--- src/rtl/sprite_write_sink_if.sv ---
// Store bus from the stack machine into the sprite window.
// One store per cycle while write is high; no backpressure.
interface sprite_write_sink_if;
  logic        write;
  logic [15:0] wr_addr;
  logic [15:0] wr_data;

  modport master (
    output write,
    output wr_addr,
    output wr_data
  );

  modport slave (
    input write,
    input wr_addr,
    input wr_data
  );
endinterface

--- src/rtl/sprite_write_sink.sv ---
// Sprite attribute sink: buffers window stores in a FIFO and
// commits them to the active table only during vblank.
module sprite_write_sink #(
  parameter int          NUM_SPRITES = 8,
  parameter logic [15:0] BASE_ADDR   = 16'h0100,
  parameter int          FIFO_DEPTH  = 4,
  localparam int         AW = $clog2(4*NUM_SPRITES)
) (
  input  logic                 clock,
  input  logic                 reset_n,
  sprite_write_sink_if.slave   bus,
  input  logic                 vblank,
  input  logic [AW-1:0]        rd_addr,
  output logic [15:0]          rd_data,
  output logic                 pending,
  output logic                 overflow,
  input  logic                 clr_overflow,
  output logic                 frame_done
);

  localparam int NW = 4*NUM_SPRITES;
  localparam int PW = $clog2(FIFO_DEPTH);
  localparam int CW = PW + 1;
  localparam logic [16:0] LIMIT =
    {1'b0, BASE_ADDR} + 17'(NW);

  typedef struct packed {
    logic [AW-1:0] idx;
    logic [15:0]   data;
  } entry_t;

  typedef enum logic [1:0] {
    IDLE,
    DRAIN,
    DONE
  } state_t;

  state_t        state, state_nx;
  logic          fd_nx;

  entry_t        fifo [FIFO_DEPTH];
  logic [PW-1:0] wptr, rptr;
  logic [CW-1:0] count, count_nx;

  logic [15:0]   active [NW];

  logic          hit, full, empty;
  logic          push, pop, drop;
  entry_t        in_ent, head;

  assign hit = bus.write
            && (bus.wr_addr >= BASE_ADDR)
            && ({1'b0, bus.wr_addr} < LIMIT);

  assign in_ent.idx  = AW'(bus.wr_addr - BASE_ADDR);
  assign in_ent.data = bus.wr_data;

  assign full  = (count == CW'(FIFO_DEPTH));
  assign empty = (count == '0);
  assign head  = fifo[rptr];

  // A pop frees a slot on the same edge, so a hit while full
  // is still accepted when the drain is popping.
  assign pop  = (state == DRAIN) && !empty;
  assign push = hit && (!full || pop);
  assign drop = hit && full && !pop;

  assign pending = !empty;

  // Occupancy after this edge's push/pop.
  always_comb begin
    count_nx = count;
    if (push && !pop)
      count_nx = count + CW'(1);
    else if (pop && !push)
      count_nx = count - CW'(1);
  end

  // FIFO storage and pointers.
  always_ff @(posedge clock or negedge reset_n) begin
    if (!reset_n) begin
      wptr  <= '0;
      rptr  <= '0;
      count <= '0;
      for (int i = 0; i < FIFO_DEPTH; i++)
        fifo[i] <= '0;
    end else begin
      if (push) begin
        fifo[wptr] <= in_ent;
        wptr       <= wptr + PW'(1);
      end
      if (pop)
        rptr <= rptr + PW'(1);
      count <= count_nx;
    end
  end

  // Active table: head entry commits on each pop.
  always_ff @(posedge clock or negedge reset_n) begin
    if (!reset_n) begin
      for (int i = 0; i < NW; i++)
        active[i] <= '0;
    end else if (pop) begin
      active[head.idx] <= head.data;
    end
  end

  // Scanner read port, read-before-write against commits.
  always_ff @(posedge clock or negedge reset_n) begin
    if (!reset_n)
      rd_data <= '0;
    else
      rd_data <= active[rd_addr];
  end

  // Sticky drop flag; a new drop beats a clear.
  always_ff @(posedge clock or negedge reset_n) begin
    if (!reset_n)
      overflow <= 1'b0;
    else if (drop)
      overflow <= 1'b1;
    else if (clr_overflow)
      overflow <= 1'b0;
  end

  // State and frame_done registers.
  always_ff @(posedge clock or negedge reset_n) begin
    if (!reset_n) begin
      state      <= IDLE;
      frame_done <= 1'b0;
    end else begin
      state      <= state_nx;
      frame_done <= fd_nx;
    end
  end

  // Next state; frame_done fires on the DRAIN->DONE step.
  always_comb begin
    state_nx = state;
    fd_nx    = 1'b0;
    unique case (state)
      IDLE: begin
        if (vblank)
          state_nx = DRAIN;
      end
      DRAIN: begin
        if (!vblank) begin
          state_nx = IDLE;
        end else if (count_nx == '0) begin
          state_nx = DONE;
          fd_nx    = 1'b1;
        end
      end
      DONE: begin
        if (!vblank)
          state_nx = IDLE;
        else if (hit)
          state_nx = DRAIN;
      end
      default: state_nx = IDLE;
    endcase
  end

endmodule

--- src/flat_wrapper.sv ---
// flat-port wrapper written by rule: the top's interface ports become plain ports
module sprite_write_sink_flat 
#(
  parameter int          NUM_SPRITES = 8,
  parameter logic [15:0] BASE_ADDR   = 16'h0100,
  parameter int          FIFO_DEPTH  = 4,
  localparam int         AW = $clog2(4*NUM_SPRITES)
)
  (clock, reset_n, vblank, rd_addr, rd_data, pending, overflow, clr_overflow, frame_done, bus_write, bus_wr_addr, bus_wr_data);
  sprite_write_sink_if bus_i ();
  input  logic clock;
  input  logic reset_n;
  input  logic vblank;
  input  logic [AW-1:0] rd_addr;
  output logic [15:0] rd_data;
  output logic pending;
  output logic overflow;
  input  logic clr_overflow;
  output logic frame_done;
  input wire logic [$bits(bus_i.write)-1:0] bus_write;
  input wire logic [$bits(bus_i.wr_addr)-1:0] bus_wr_addr;
  input wire logic [$bits(bus_i.wr_data)-1:0] bus_wr_data;
  assign bus_i.write = bus_write;
  assign bus_i.wr_addr = bus_wr_addr;
  assign bus_i.wr_data = bus_wr_data;
  sprite_write_sink #(.NUM_SPRITES(NUM_SPRITES), .BASE_ADDR(BASE_ADDR), .FIFO_DEPTH(FIFO_DEPTH)) u_core (.clock(clock), .reset_n(reset_n), .bus(bus_i), .vblank(vblank), .rd_addr(rd_addr), .rd_data(rd_data), .pending(pending), .overflow(overflow), .clr_overflow(clr_overflow), .frame_done(frame_done));
endmodule
--- config.mk ---
export PLATFORM = sky130hd
export DESIGN_NAME = sprite_write_sink_flat
export DESIGN_NICKNAME = d
export VERILOG_FILES = /design/src/rtl/sprite_write_sink_if.sv /design/src/rtl/sprite_write_sink.sv /design/src/flat_wrapper.sv
export SDC_FILE = /design/constraint.sdc
export NUM_CORES = 1
export LEC_CHECK = 0
export CAP_MARGIN = 20
export CORE_MARGIN = 1.5
export CORE_UTILIZATION = 38
export CTS_CLUSTER_DIAMETER = 200
export DETAILED_ROUTE_END_ITERATION = 8
export SKIP_LAST_GASP = 1
export SYNTH_ARGS = -nofsm -noshare
export SYNTH_HDL_FRONTEND = slang
export SYNTH_SLANG_ARGS = --single-unit
--- constraint.sdc ---
create_clock -name clock -period 4.62 [get_ports clock]
set_input_delay 0.924 -clock clock [delete_from_list [all_inputs] [get_ports clock]]
set_output_delay 0.924 -clock clock [all_outputs]
set_load 0.01 [all_outputs]
# After elaboration in Yosys (flattened, before gate mapping)
# Cells that the tools add are included.
[totals] ff_bits=623 in_bits=42 out_inout_bits=19 elab_cells=115
[op_classes] addsub=5 n_lt_le_gt_ge=8 n_eq_ne=6 muxes=25 n_bitwise=4 n_reduce_logical=20
[op_table] operator="bitwise mux 512 bit" n=1
[op_table] operator="bitwise mux 84 bit" n=1
[op_table] operator="binary-select mux 16 bit (select 5 bit)" n=1
[op_table] operator="demux 16 bit (select 5 bit)" n=1
[op_table] operator="two-way mux 21 bit" n=3
[op_table] operator="two-way mux 16 bit" n=3
[op_table] operator="binary-select mux 21 bit (select 2 bit)" n=1
[op_table] operator="demux 21 bit (select 2 bit)" n=1
[op_table] operator="greater-or-equal comparator 16 x 9 -> 1 bit (second input constant)" n=1
[op_table] operator="< comparator 16 x 9 -> 1 bit (second input constant)" n=1
[op_table] operator="greater-or-equal comparator 6 bit (second input constant)" n=2
[op_table] operator="NOT 5 -> 6 bit" n=2
[op_table] operator="logical AND 1 bit" n=10
[op_table] operator="two-way mux 2 bit" n=5
[op_table] operator="greater-or-equal comparator 3 bit (second input constant)" n=2
[op_table] operator="logical NOT 3 bit" n=2
[op_table] operator="< comparator 6 x 1 -> 1 bit (second input constant)" n=1
[op_table] operator="two-way mux 3 bit" n=2
[op_table] operator="NOT 2 -> 3 bit" n=2
[op_table] operator="case mux 2 bit (3 select lines)" n=1
[op_table] operator="two-way mux 1 bit" n=5
[op_table] operator="subtractor 5 x 1 -> 5 bit (second input constant)" n=1
[op_table] operator="adder 2 x 1 -> 2 bit (second input constant)" n=2
[op_table] operator="logical NOT 1 bit" n=4
[op_table] operator="13 further kinds" n=13

# Logic depth before layout (Yosys ltp)
[logic_depth] ltp_word=13 depth_mapped=10 ltp_nobuf=8

# Worst setup path after synthesis
# OpenSTA, ideal clock, no wires.
[synth_timing] kind="input port to flip-flop" start="input rd_addr[0]" end="register u_core.rd_data[0]" setup_ps=125 t_arrival_ps=2998 t_required_ps=4495 slack_ps=1497 cell_stages=5 n_path_buf=2 path_cell_list="clkbuf_1 buf_2 mux4_2 mux4_2 mux2_2"
[synth_via] elab_chain_len=4
[synth_lines] element="start, declared" line_no="flat_wrapper.sv:14" source="input logic [AW-1:0] rd_addr;"
[synth_lines] element="NOT 5 -> 6 bit (not written as such)" line_no="sprite_write_sink.sv:113" source="rd_data <= active[rd_addr];"
[synth_lines] element="binary-select mux 16 bit (select 5 bit)" line_no="sprite_write_sink.sv:113"
[synth_lines] element="two-way mux 16 bit (not written as such) (2 in series)" line_no="sprite_write_sink.sv:113"
[synth_lines] element="end signal, assigned" line_no="sprite_write_sink.sv:113"
[synth_lines] element="end, declared" line_no="sprite_write_sink.sv:14" source="output logic [15:0] rd_data,"
# Every way passes these cells. The select of a mux whose other input is x is not followed.
# A chain may end at the register's enable or synchronous reset.

# Worst setup path after layout
[layout_timing] start="register u_core.count[0]" end="register u_core.active[270] (netlist bit)"
[layout_via] elab_chain_len=3
[layout_lines] element="start, declared" line_no="sprite_write_sink.sv:43" source="logic [CW-1:0] count, count_nx;"
[layout_lines] element="start signal, assigned" line_no="sprite_write_sink.sv:94" source="count <= count_nx;"
[layout_lines] element="logical NOT 3 bit" line_no="sprite_write_sink.sv:59" source="assign empty = (count == '0);"
[layout_lines] element="logical NOT 1 bit" line_no="sprite_write_sink.sv:64" source="assign pop = (state == DRAIN) && !empty;"
[layout_lines] element="logical AND 1 bit" line_no="sprite_write_sink.sv:64"
[layout_lines] element="end signal, assigned by index" line_no="sprite_write_sink.sv:104" source="active[head.idx] <= head.data;"
[layout_lines] element="end, declared" line_no="sprite_write_sink.sv:45" source="logic [15:0] active [NW];"
# Every way passes these cells.

==> flow_summary.json <==
{
  "slew_violations": 0,
  "cts-hold-fix-buffers": 0,
  "final_cell_mix": "623 x dfrtp_1, 509 x mux2_2, 181 x mux4_2",
  "die-area_sq_um": 76520,
  "yosysSeqAreaShare_pct": 54.80,
  "grt_use_met1_pct": 25.88,
  "ys.flop_type": "dfrtp_1",
  "synth_cell_type_count": 53,
  "cap_viol_max_count": 0,
  "syn_inst": 1667,
  "p_comb_share_pct": 7.4,
  "synth_area_leaders": "dfrtp_1 55%, mux2_2 20%, mux4_2 14%, mux2_4 4.2%, clkbuf_1 0.94%",
  "initial_utilization_pct": 38.28,
  "p_leak_nw": 15.57,
  "powerDensity_nw_per_um2": 367.5,
  "synth_top_area_share_pct": 54.80,
  "crit_fanout": 9,
  "tns_ns": 0,
  "hpwlAfterDp_um": 40350,
  "initialDrtViolationCount": 888,
  "path_cells": "inv_1 -> ha_1 -> nor2b_1 -> nor2_1 -> nand3_2 -> nor2_2 -> buf_4 -> mux2_2",
  "cp-start-kind": "flop",
  "path_buf_inv": 2,
  "path_clk_slew_ns": 0.06,
  "via_count": 14720,
  "setup_viol": 0,
  "cts.sinks": 623,
  "finalCritPeriodShare_pct": 72.74,
  "critPathTopFamily": "simple AND/OR/NAND/NOR gates",
  "cts_buffers": 70,
  "crit_type": "flop to flop",
  "grt_max_degree": 114,
  "cts_resized": 0,
  "mostFrequentLayoutCell": "dfrtp_1",
  "post-place-ws_ns": 0.9362,
  "holdWs_ns": 0.4378,
  "synth_seq_cells": 623,
  "p_switching_mw": 2.806,
  "ioPinCount": 61,
  "finalWirelength_um": 68660,
  "async_flop_share_pct": 100.0,
  "met3_usage_pct": 2.936,
  "grtUsageMet2_pct": 29.57,
  "syn_avg_cell_area_sq_um": 17.07,
  "antenna_found_initial": 1,
  "portBuffers": 60,
  "top_usage_layer": "met2",
  "cts_tree": "done",
  "fin_ws_ns": 1.259,
  "drt-pass1-iter-count": 4,
  "die_y_um": 276.6,
  "syn-cell-area_sq_um": 28450,
  "clk_latency_ns": 0.61,
  "syn-num-nets": 1716,
  "max-vdd-ir-drop_mv": 0.2375,
  "finalHoldViolations": 0,
  "status": "completed",
  "skew_ns": 0.03238,
  "dpl_cell_area_sq_um": 30030,
  "antenna_left": 0,
  "slowest_delay_ns": 0.76,
  "worst_path_max_delay_cell": "nor2_2",
  "p_int_mw": 9.061,
  "drive_gt1_share_pct": 55.40,
  "wl_per_cell_um": 25.22,
  "grt_pass1_vias": 16510,
  "gp_routability_congestion": 0.7136,
  "finalNonFillerCells": 2722,
  "cts_buffer_depth": 3,
  "layout.nets": 1752,
  "worst_pin_slew_ns": 1.032,
  "crit_arrival_ns": 3.84,
  "synthMuxAreaShare_pct": 39.64,
  "fp.dieW_um": 276.6,
  "root_buffer": "clkbuf_16",
  "cts.htree.levels": 3,
  "synth_top_family_by_area": "multiplexers",
  "drcViolationCount": 0,
  "fin_area_sq_um": 32290,
  "area_growth_pct": 13.51,
  "fmax_mhz": 297.6,
  "synth_adder_area_share_pct": 0.3079,
  "row_count": 100,
  "min_path_type": "input pin to asynchronous set/reset pin",
  "cts_post_setup_buffers_inserted": 0,
  "viasPerCell": 5.409,
  "dp_cells": 2600,
  "core-area_sq_um": 74320,
  "grtUsageTotal_pct": 18.44,
  "yosys.area_share.xor_xnor_pct": 0.1539,
  "fin_crit_ns": 3.361,
  "ys_warn_count": 0,
  "yosys.area_share.simple_pct": 2.072,
  "grt_pass1_wl_um": 106100,
  "crit_path_end_kind": "flop",
  "fill_cells": 6582,
  "synth_edf_count": 0,
  "pwr-share-clk_pct": 46.0,
  "slew_headroom_pct": 31.20,
  "rsz0062_at_grt": "no",
  "swShare_pct": 23.64,
  "yosys.area.top_type": "dfrtp_1",
  "required_ns": 5.10,
  "gr-total-overflow": 0,
  "seqPwrFrac_pct": 46.6,
  "synth_compound_area_share_pct": 0.4310
}
-- state kept, by name, summed over array words and instances, names as in the netlist --
| register | count |
|---|---|
| u_core.active | 512 |
| u_core.count | 3 |
| u_core.fifo | 84 |
| u_core.frame_done | 1 |
| u_core.overflow | 1 |
| u_core.rd_data | 16 |
| u_core.rptr | 2 |
| u_core.state | 2 |
| u_core.wptr | 2 |
-- power groups by stage --
stage	clock network (mW)	logic [mW]	registers (mW)
final	5.46	0.875	5.53
after global routing	5.85	0.954	5.53
after CTS	5.63	0.898	5.53
after detailed placement	0	0.896	5.63
after global placement	0	0.886	5.62
after floorplan	0	0.540	5.61
-- path summary, 6_finish.rpt --
| check | startpoint | endpoint | slack, ns | depth (start not counted) |
|---|---|---|---|---|
| max in group asynchronous | reset_n | u_core.active[370] | 3.21 | 2 |
| max reg2reg | u_core.count[0] | u_core.active[270] | 1.26 | 8 |
| min in group clock | u_core.active[394] | u_core.active[394] | 0.48 | 1 |
| min reg2reg | u_core.active[394] | u_core.active[394] | 0.48 | 1 |
| max | u_core.count[0] | u_core.active[270] | 1.26 | 8 |
| min | reset_n | u_core.rd_data[12] | 0.44 | 1 |
-- area by class of cell --
type | instances | area (sq um) | share of cell area, %
antenna | 2 | 5.005 | 0.01550
clock buffer | 102 | 2087 | 6.463
clock inverter | 18 | 167.7 | 0.5192
inverter | 6 | 22.52 | 0.06974
multi-input combinational | 900 | 12130 | 37.58
sequential | 623 | 15590 | 48.28
tap | 969 | 1212 | 3.754
timing repair buffer | 102 | 1074 | 3.324
-- metal layers --
layer | wire length, um | vias to the layer above | share of wire (%)
met3 | 3333 | 87 | 4.9
met1 | 30780 | 8085 | 45
met5 | 0 | - | 0
li1 | - | 6291 | -
met2 | 32980 | 259 | 48
met4 | 1561 | 0 | 2.3
-- logic make-up after synthesis --
family	after synthesis
simple gates	80
flops	623
mux	794
buf+inv	144
fa+ha+maj	7
compound gates	14
xor+xnor	5
-- stage by stage --
stage | util [%] | power, mW
6_report | 43.45 | 11.87
3_5_place_dp | 40.41 | 6.521
5_1_grt | 43.45 | 12.33
3_3_place_gp | 40.41 | 6.510
4_1_cts | 43.44 | 12.05
2_1_floorplan | - | 6.153
-- cell usage after synthesis, types with 2 or more instances --
master	count
nor2_1	4
nor3_1	2
mux2_1	23
nor2_2	7
nor3_2	2
inv_1	6
nand3_1	2
dfrtp_1	623
o21ai_0	3
mux4_2	181
mux2_2	509
nand2_1	10
nor2_4	5
buf_1	15
buf_6	15
nor2b_1	8
buf_4	15
buf_2	22
ha_1	7
clkbuf_1	71
nor2_8	3
nand4_1	2
nand2_4	4
xnor2_1	5
mux2_4	80
nand2b_1	2
nand2_2	13
and2_1	3
Power figures use the tool's default switching activity.
